## config.mk

```make
export PLATFORM = sky130hd
export DESIGN_NAME = bpsk_mod
export DESIGN_NICKNAME = d
export VERILOG_FILES = /design/src/rtl/bpsk_mod.sv
export SDC_FILE = /design/constraint.sdc
export NUM_CORES = 1
export LEC_CHECK = 0
export ABC_AREA = 1
export ABC_CLOCK_PERIOD_IN_PS = 2900
export BUFFER_PORTS_ARGS = -buffer_cell sky130_fd_sc_hd__clkbuf_2
export CELL_PAD_IN_SITES_DETAIL_PLACEMENT = 1
export CELL_PAD_IN_SITES_GLOBAL_PLACEMENT = 2
export CORE_MARGIN = 2
export CORE_UTILIZATION = 27
export DETAILED_ROUTE_END_ITERATION = 12
export PLACE_DENSITY_LB_ADDON = 0.1
export RECOVER_POWER = 25
export SLEW_MARGIN = 15
export SYNTH_ARGS = -nofsm -noshare
export SYNTH_HDL_FRONTEND = slang
export SYNTH_SLANG_ARGS = --single-unit
```

## constraint.sdc

```tcl
create_clock -name clk -period 2.9 [get_ports clk]
set_input_delay 0 -clock clk [delete_from_list [all_inputs] [get_ports clk]]
set_output_delay 0 -clock clk [all_outputs]
set_load 0.1 [all_outputs]
```

## src/rtl/bpsk_mod.sv

```systemverilog
// BPSK modulator.
// Serializes bytes MSB-first and holds each bit for SAMPLES_PER_BIT carrier
// samples. A 1 bit passes the carrier through unchanged. A 0 bit sends the
// bitwise complement of the carrier, which mirrors the sample around the
// offset-binary midpoint. The registered output feeds the transmitter DAC path.
module bpsk_mod #(
  parameter int DATA_WIDTH      = 12,
  parameter int BYTE_WIDTH      = 8,
  parameter int SAMPLES_PER_BIT = 256
) (
  input  logic                  clk,
  input  logic                  arst,
  input  logic [DATA_WIDTH-1:0] carrier_in,
  input  logic [BYTE_WIDTH-1:0] s_data,
  input  logic                  s_valid,
  output logic                  s_ready,
  output logic [DATA_WIDTH-1:0] mod_out,
  output logic                  busy,
  output logic                  done
);

  localparam int SCW = (SAMPLES_PER_BIT > 1) ? $clog2(SAMPLES_PER_BIT) : 1;
  localparam int BCW = (BYTE_WIDTH > 1) ? $clog2(BYTE_WIDTH) : 1;

  localparam logic [SCW-1:0]        SAMPLE_LAST = SCW'(SAMPLES_PER_BIT - 1);
  localparam logic [BCW-1:0]        BIT_LAST    = BCW'(BYTE_WIDTH - 1);
  localparam logic [DATA_WIDTH-1:0] MIDPOINT    = {1'b1, {(DATA_WIDTH-1){1'b0}}};

  typedef enum logic {
    IDLE = 1'b0,
    TX   = 1'b1
  } state_t;

  state_t                state_q, state_d;
  logic [BYTE_WIDTH-1:0] shift_q, shift_d;
  logic [SCW-1:0]        sample_cnt_q, sample_cnt_d;
  logic [BCW-1:0]        bit_cnt_q, bit_cnt_d;
  logic [DATA_WIDTH-1:0] mod_out_q, mod_out_d;
  logic                  busy_q, busy_d;
  logic                  done_q, done_d;

  logic sample_last;
  logic byte_last;
  logic xfer;

  // Decode the final sample of the final bit; this opens the ready window
  // that allows a new byte to follow without a gap.
  always_comb begin
    sample_last = (sample_cnt_q == SAMPLE_LAST);
    byte_last   = (state_q == TX) && sample_last && (bit_cnt_q == BIT_LAST);
    s_ready     = (state_q == IDLE) || byte_last;
    xfer        = s_valid && s_ready;
  end

  // Next-state, counter, shifter and output-sample logic.
  always_comb begin
    state_d      = state_q;
    shift_d      = shift_q;
    sample_cnt_d = sample_cnt_q;
    bit_cnt_d    = bit_cnt_q;
    mod_out_d    = MIDPOINT;
    done_d       = 1'b0;

    case (state_q)
      IDLE: begin
        if (xfer) begin
          shift_d      = s_data;
          sample_cnt_d = '0;
          bit_cnt_d    = '0;
          state_d      = TX;
        end
      end

      TX: begin
        mod_out_d = shift_q[BYTE_WIDTH-1] ? carrier_in : ~carrier_in;
        if (sample_last) begin
          sample_cnt_d = '0;
          shift_d      = shift_q << 1;
          bit_cnt_d    = bit_cnt_q + BCW'(1);
          if (bit_cnt_q == BIT_LAST) begin
            done_d    = 1'b1;
            bit_cnt_d = '0;
            if (xfer) begin
              shift_d = s_data;
            end else begin
              state_d = IDLE;
            end
          end
        end else begin
          sample_cnt_d = sample_cnt_q + SCW'(1);
        end
      end

      default: begin
        state_d = IDLE;
      end
    endcase

    busy_d = (state_d == TX);
  end

  // State and datapath registers with synchronous reset; reset aborts any
  // byte in flight without a done pulse.
  always_ff @(posedge clk) begin
    if (arst) begin
      state_q      <= IDLE;
      shift_q      <= '0;
      sample_cnt_q <= '0;
      bit_cnt_q    <= '0;
      mod_out_q    <= MIDPOINT;
      busy_q       <= 1'b0;
      done_q       <= 1'b0;
    end else begin
      state_q      <= state_d;
      shift_q      <= shift_d;
      sample_cnt_q <= sample_cnt_d;
      bit_cnt_q    <= bit_cnt_d;
      mod_out_q    <= mod_out_d;
      busy_q       <= busy_d;
      done_q       <= done_d;
    end
  end

  assign mod_out = mod_out_q;
  assign busy    = busy_q;
  assign done    = done_q;

endmodule

```

Word level (Yosys, flattened, before mapping)

Cells that the tools add are included.

Flip-flop bits (word level): 33
Input bits: 23
Output and inout port bits: 15
Logic and storage cells: 40

Add/sub/neg operators: 2
Eq/ne operators: 4
Mux-type cells: 18
Bitwise gates (word level): 3
Reductions and logical operators: 7

Operators by type and width:

| kind                                          | number |
|---|---|
| 2-to-1 mux 8 bit                              | 6 |
| one-hot mux 8 bit (2 select lines)            | 2 |
| 2-to-1 mux 12 bit                             | 1 |
| inverter 12 bit                               | 1 |
| 2-to-1 mux 3 bit                              | 3 |
| adder 8 x 1 -> 8 bit, second input constant   | 1 |
| == test 8 bit, second input constant          | 1 |
| one-hot mux 3 bit (2 select lines)            | 1 |
| 2-to-1 mux 1 bit                              | 4 |
| adder 3 x 1 -> 3 bit, second input constant   | 1 |
| == test 3 bit, second input constant          | 1 |
| logical AND 1 bit                             | 3 |
| OR reduction 3 bit                            | 1 |
| != test 2 x 1 -> 1 bit, second input constant | 1 |
| != test 2 bit, second input constant          | 1 |
| inverter 1 bit                                | 2 |
| one-hot mux 1 bit (2 select lines)            | 1 |
| AND reduction 2 bit                           | 1 |
| OR reduction 2 bit                            | 1 |
| logical OR 1 bit                              | 1 |

Depth between registers and ports, before layout

Gate-level depths: netlist of the first run.

Depth after elaboration: 9
Gate-level depth with buffers: 10
Mapped depth without buffers: 9

Worst setup path after synthesis of the first run

OpenSTA, ideal clock, no wires.

Kind: reg-to-output
Start: register sample_cnt_q[1]
End: output port s_ready
Data arrival time: 2.968 ns
Required time: 2.900 ns
Path slack: -0.068 ns
Cell stages (with the launch flop): 6
Path buffers: 0
Cells stage by stage: dfxtp_1 > ha_1 > nand2_4 > nor2_8 > nand2_1 > o21ai_0

Longest elaborated chain between the ends: 4

Ends and longest elaborated chain:

| what                            | line | source |
|---|---|---|
| start, declared                 | 36   | `logic [SCW-1:0] sample_cnt_q, sample_cnt_d;` |
| start signal, assigned          | 116  | `sample_cnt_q <= sample_cnt_d;` |
| == test 8 bit                   | 49   | `sample_last = (sample_cnt_q == SAMPLE_LAST);` |
| logical AND 1 bit (2 in series) | 50   | `byte_last = (state_q == TX) && sample_last && (bit_cnt_q == BIT_LAST);` |
| logical OR 1 bit                | 51   | `s_ready = (state_q == IDLE) \|\| byte_last;` |
| end, declared                   | 16   | `output logic s_ready,` |

Every way passes these cells.

Worst setup path in the final report of the first run

Ends and elaborated chain as after synthesis.

==> results of run 1 <==
==> sequential cells by signal, summed over array words and instances, names as in the netlist <==
| register | cells |
|---|---|
| bit_cnt_q | 3 |
| busy | 1 |
| done | 1 |
| mod_out | 12 |
| sample_cnt_q | 8 |
| shift_q | 8 |
==> area by class of cell <==
type / instances / area share
Multi-Input combinational cell: 139 / 0.369
Sequential cell: 33 / 0.325
Timing Repair Buffer: 52 / 0.156
Inverter: 35 / 0.0646
Tap cell: 75 / 0.0462
Clock buffer: 8 / 0.0394
==> synthesized netlist by cell type <==
cell type   n  area (um^2)
dfxtp_1    33          661
inv_1      32          120
nand2_1    32          120
a21oi_1    23          115
nor2_1     23         86.3
o21ai_0    17         85.1
nand3_1    10         50.1
o21ai_1     8         40.0
a21oi_2     7         61.3
buf_6       3         33.8
clkbuf_1    3         11.3
ha_1        3         37.5
buf_2       2         10.0
inv_2       2         7.51
nand2_4     2         22.5
nand3_4     2         35.0
nand4_1     2         12.5
nor2_2      2         12.5
and3_1      1         6.26
clkbuf_2    1         5.00
clkinv_1    1         3.75
nand2_2     1         6.26
nor2_4      1         11.3
nor2_8      1         20.0
nor3_1      1         5.00
nor4_1      1         6.26
o31ai_1     1         7.51
xor2_1      1         8.76
==> kinds of logic after synthesis <==
kind of cell | after synthesis
AO/OA/AOI/OAI | 56
AND/OR/NAND/NOR | 79
buffers and inverters | 44
flip-flops | 33
adder cells (fa/ha/maj) | 3
XOR/XNOR | 1
==> stage by stage <==
step / hold WS (ps) / utilization / std cells / instance area [um^2] / total power, mW
floorplan: 113 / - / 216 / 1600 / 0.634
global route: 43.9 / 0.350 / 342 / 2030 / 1.07
CTS: 28.6 / 0.352 / 342 / 2050 / 1.04
finish: 35.2 / 0.350 / 342 / 2030 / 1.01
global placement: 222 / 0.314 / 320 / 1830 / 0.672
detailed placement: 227 / 0.314 / 320 / 1830 / 0.672
==> layer usage <==
layer | vias up | part of all wire | global-route usage
met5 | - | 0 | 0
met4 | 0 | 0.021 | 0.0712
met3 | 7 | 0.047 | 0.0267
li1 | 788 | - | -
met1 | 652 | 0.48 | 0.159
met2 | 31 | 0.45 | 0.217
==> power breakdown <==
part / internal (mW) / switching [mW]
logic: 0.0530 / 0.133
registers: 0.473 / 0.0143
clock network: 0.170 / 0.163
==> path summary, 6_finish.rpt <==
kind                                                    from                   endpoint  slack, ps  depth (start not counted)
worst min register to register     bit_cnt_q[1]$_SDFFE_PP0P_  bit_cnt_q[1]$_SDFFE_PP0P_        470                          2
worst max-delay path            sample_cnt_q[1]$_SDFFE_PP0P_                    s_ready       1030                          6
worst min-delay path                                    arst  bit_cnt_q[2]$_SDFFE_PP0P_         40                          2
worst max register to register               busy$_SDFF_PP0_    shift_q[0]$_SDFFE_PP0P_       1310                          7
==> impl_metrics.tcl, run 1 <==
set metrics [dict create \
    gr-total-overflow 0 \
    crit_path_start_kind "flop" \
    synth-seq-cells 33 \
    synth-simple-area-share 0.246 \
    seq_area_frac_synth 0.413 \
    clock_latency_ps 290 \
    powerDensity_mw_per_mm2 495 \
    drtIter0Drc 31 \
    min_period_over_period 0.646 \
    muxShareOfSynthArea 0 \
    vias_per_cell 4.32 \
    place_ws_ps 1290 \
    antenna_found_initial 0 \
    seqCellArea_um2 661 \
    fillCellCount 754 \
    critical_path_required_ps 2900 \
    io_buffers 37 \
    cts_inserted_buffers 5 \
    core_mm2 0.00582 \
    drcViolationCount 0 \
    syn_avg_cell_area_um2 7.41 \
    setup_tns_ps 0 \
    ioPinCount 38 \
    synth_fp_nets 242 \
    cts_setup_buffers 0 \
    grt_setup_unrepaired "no" \
    final_common_cell "dfxtp_1" \
    min_path_type "primary input to flop" \
    cts_tree "yes" \
    critical_path_class "flop to primary output" \
    synth_top_family_by_area "simple AND/OR/NAND/NOR gates" \
    yosysWarnings 0 \
    slowest_delay_ps 470 \
    cp_top_family "buffers and inverters" \
    ant_nets 0 \
    clk_path_buf_depth 2 \
    worst_ir_drop_vdd_uv 186 \
    hold_viol_final 0 \
    synth_compound_area_frac 0.193 \
    slowest_stage "clkbuf_2" \
    synth_area_mm2 0.00160 \
    status "complete, no violations" \
    die_h_um 81.0 \
    nets 292 \
    hold_buffers 14 \
    yosys.area_share.adder 0.0234 \
    layout_common_cells "dfxtp_1 (33), inv_1 (32), nand2_1 (32), clkbuf_2 (25)" \
    drtPass1Iterations 3 \
    die_w_um 81.0 \
    grt_usage 0.131 \
    synth_cells 216 \
    critPathBufInv 1 \
    slew_viol_final 0 \
    path_max_fanout 6 \
    root_buffer "clkbuf_8" \
    hpwl_um 2710 \
    n_antenna_cell 0 \
    cts_num_sinks 33 \
    max_freq_mhz 533 \
    wl_per_cell_um 11.5 \
    yosysUniqueCellTypes 28 \
    htree_levels 2 \
    p_leak_nw 0.938 \
    die-area_mm2 0.00656 \
    post_cts_resized 0 \
    finalSetupViolations 0 \
    arrival_ps 1870 \
    area_growth_pct 27.0 \
    cts.clk_slew.worst_paths_ps 70 \
    end_kind "primary output" \
    drt_wl_total_um 3920 \
    path_cells "ha_1 > nand2_4 > nor2_8 > nand2_1 > o21ai_1 > clkbuf_2" \
    gp_congestion 0.684 \
    setup_slack_ps 1030 \
    cap_viol_max_count 0 \
    worstMarginPinSlew_ps 1170 \
    grt_pass1_wl_um 6420 \
    synthXorXnorAreaFrac 0.00547 \
    maxSlewHeadroom 0.222 \
    vias 1478 \
    finalCriticalPeriod_ps 1870 \
    rows 28 \
    finClkSkew_ps 2.81 \
    multiInputGateArea_um2 749 \
    drive_gt1_frac 0.184 \
    start_util 0.275 \
    grt_pass1_vias 1397 \
    grt_max_degree 25 \
]
(Power assumes the default switching activity.)
==> inputs of run 2 (changes only) <==
- ABC_AREA: 1 -> 0
- ABC_CLOCK_PERIOD_IN_PS: 2900 -> 1700
- CORE_UTILIZATION: 27 -> 26
- clock period: 2.9 -> 1.7 ns (I/O delays scaled with it)
==> impl_metrics.tcl, run 2 <==
set metrics [dict create \
    muxShareOfSynthArea 0.00733 \
    slowest_stage "dfxtp_1" \
    critical_path_required_ps 1700 \
    synth_fp_nets 182 \
    yosysWarnings 0 \
    setup_tns_ps 0 \
    final_common_cell "dfxtp_1" \
    synth_edf_count 0 \
    path_cells "ha_4 > and4_4 > nand3_1 > nand2_2 > buf_12" \
    cts_inserted_buffers 5 \
    path_max_fanout 5 \
    internal_power_mw 1.28 \
    arrival_ps 1570 \
    syn_avg_cell_area_um2 8.75 \
    use_met1 0.168 \
    worst_ir_drop_vdd_uv 286 \
    synth_compound_area_frac 0.125 \
    vias 1338 \
    root_buffer "clkbuf_8" \
    io_buffers 37 \
    hold_path_depth 3 \
    end_kind "primary output" \
    grt_pass1_vias 1428 \
    synth_top_family_by_area "simple AND/OR/NAND/NOR gates" \
    finClkSkew_ps 9.02 \
    status "complete, no violations" \
    clk_path_buf_depth 2 \
    ys.flop_type "dfxtp_1" \
    cts.clk_slew.worst_paths_ps 80 \
    cts_tree "yes" \
    yosysMostFrequentCell "dfxtp_1" \
    use_met3 0.0355 \
    max_freq_mhz 638 \
    vias_per_cell 4.66 \
    area_growth_pct 43.3 \
    dpl_cell_area_mm2 0.00166 \
    gr-total-overflow 0 \
    drtIter0Drc 20 \
    die_w_um 76.5 \
    layout_common_cells "dfxtp_1 (31), nor2_1 (30), clkbuf_2 (27), dlygate4sd3_1 (19), xor2_1 (12)" \
    ant_nets 0 \
    n_antenna_cell 0 \
    ioPinCount 38 \
    clock_power_share 0.362 \
    largest_reg_flops 12 \
    drive_gt1_frac 0.217 \
    maxSlewHeadroom 0.206 \
    met2_usage 0.252 \
    switchingPower_mw 0.532 \
    synth_async_sr_flop_share 0 \
    die_h_um 76.5 \
    yosysTopAreaCell "dfxtp_1" \
    drt_wl_total_um 3780 \
    htree_levels 2 \
    swShare 0.293 \
    antenna_found_initial 0 \
    synth-seq-cells 33 \
    synthTopCellsByArea "dfxtp_1 (48%), nor2_1 (8.2%), xor2_1 (7.7%), a21oi_1 (3.7%), o22ai_1 (3.2%)" \
    grt_pass1_wl_um 6670 \
    gp_congestion 0.683 \
    yosysUniqueCellTypes 33 \
    finalSetupViolations 0 \
    grt_max_degree 22 \
    grt_usage 0.140 \
    die-area_mm2 0.00585 \
    cts_setup_buffers 0 \
    slowest_delay_ps 400 \
    synthXorXnorAreaFrac 0.0770 \
    core_mm2 0.00507 \
    synth_top_cells_by_count "dfxtp_1 (33), nor2_1 (30), xor2_1 (12), a21oi_1 (10), nand2_1 (10)" \
    hold_viol_final 0 \
    hpwl_um 2640 \
    powerDensity_mw_per_mm2 928 \
    drcViolationCount 0 \
    synth-simple-area-share 0.249 \
    finalInstanceArea_mm2 0.00196 \
    clock_latency_ps 280 \
    place_ws_ps 91.2 \
    synth_top_area_share 0.484 \
    setup_slack_ps 132 \
    comb_power_share 0.177 \
    drtPass1Iterations 4 \
    reg2regPathDepth 6 \
    synth_cells 156 \
    synth_area_mm2 0.00137 \
    crit_path_start_kind "flop" \
    grt_setup_unrepaired "no" \
    nets 242 \
    seq_area_frac_synth 0.484 \
    slew_viol_final 0 \
    wl_per_cell_um 13.2 \
    min_path_type "primary input to flop" \
    finalCriticalPeriod_ps 1570 \
    top_usage_layer "met2" \
    pwr-share-seq 0.461 \
    yosys.area_share.adder 0.0275 \
    min_period_over_period 0.922 \
    worstMarginPinSlew_ps 1200 \
    rrSetupSlack_ps 180 \
    start_util 0.269 \
    critical_path_class "flop to primary output" \
    rows 26 \
    p_leak_nw 0.803 \
    cts_num_sinks 33 \
    cap_viol_max_count 0 \
]
==> run 2: cell count changes in the layout (fill, tap and decap cells not counted), sizes merged, moves of 4 or more <==
cell         before  now
dlygate4sd3      14   19
o22ai             0    7
a21oi            30   10
nand2            35   10
buf               1    7
nand3            12    7
inv              34    1
nand2b            0    4
nor3              1    7
xor2              1   12
o21ai            25    2
==> run 2: area by class of cell <==
class / count / area [um^2]
Sequential cell: 33 / 666
Clock buffer: 7 / 96.3
Inverter: 1 / 3.75
Tap cell: 70 / 87.6
Fill cell: 630 / 3120
Multi-Input combinational cell: 114 / 681
Clock inverter: 1 / 5.00
Timing Repair Buffer: 61 / 417
==> run 2: path summary, 6_finish.rpt <==
path / from / end
hold / removal: carrier_in[1] / mod_out[1]$_SDFF_PP0_
setup reg to reg: bit_cnt_q[0]$_SDFFE_PP0P_ / shift_q[3]$_SDFFE_PP0P_
hold reg to reg: shift_q[0]$_SDFFE_PP0P_ / shift_q[0]$_SDFFE_PP0P_
setup / recovery: sample_cnt_q[1]$_SDFFE_PP0P_ / s_ready
==> run 2: cells by family after synthesis <==
logic type	count (synthesis)
compound gates	27
xor+xnor	12
mux	1
fa+ha+maj	3
simple gates	71
flops	33
buf+inv	9
==> run 2: power groups by stage <==
stage               logic [mW]  clock network [mW]  registers (mW)
floorplan                0.112                   0           0.947
global placement         0.282                   0           0.851
detailed placement       0.288                   0           0.854
CTS                      0.326               0.686           0.836
global route             0.346               0.719           0.842
finish                   0.320               0.657           0.837
==> run 2: per-stage QoR <==
stage               cells  utilization  total power, mW  hold WS, ps
floorplan             156            -             1.06         79.3
global placement      260        0.327             1.13          230
detailed placement    260        0.327             1.14          239
CTS                   287        0.385             1.85         1.34
global route          287        0.385             1.91         27.6
finish                287        0.385             1.81        0.931
==> run 2: timing repair <==
item | CTS | global route
pin swaps | 0 | 0
hold buffers | 19 | 0
resized for setup | 2 | 3
hold endpoints to repair | 19 | 0
setup endpoints to repair | 1 | 4
==> run 2: critical path: cells and delay by family (launching register included) <==
family	cells	cell delay, ps
adders and majority gates	1	180
and+or+nand+nor	3	520
buffers and inverters	1	180
DFF	1	400
==> run 2: routing by layer <==
layer	wire [um]	vias up	part of all wire
li1	-	666	-
met1	1720	644	0.45
met2	1930	26	0.51
met3	117	2	0.031
met4	12	0	0.0032
met5	0	-	0
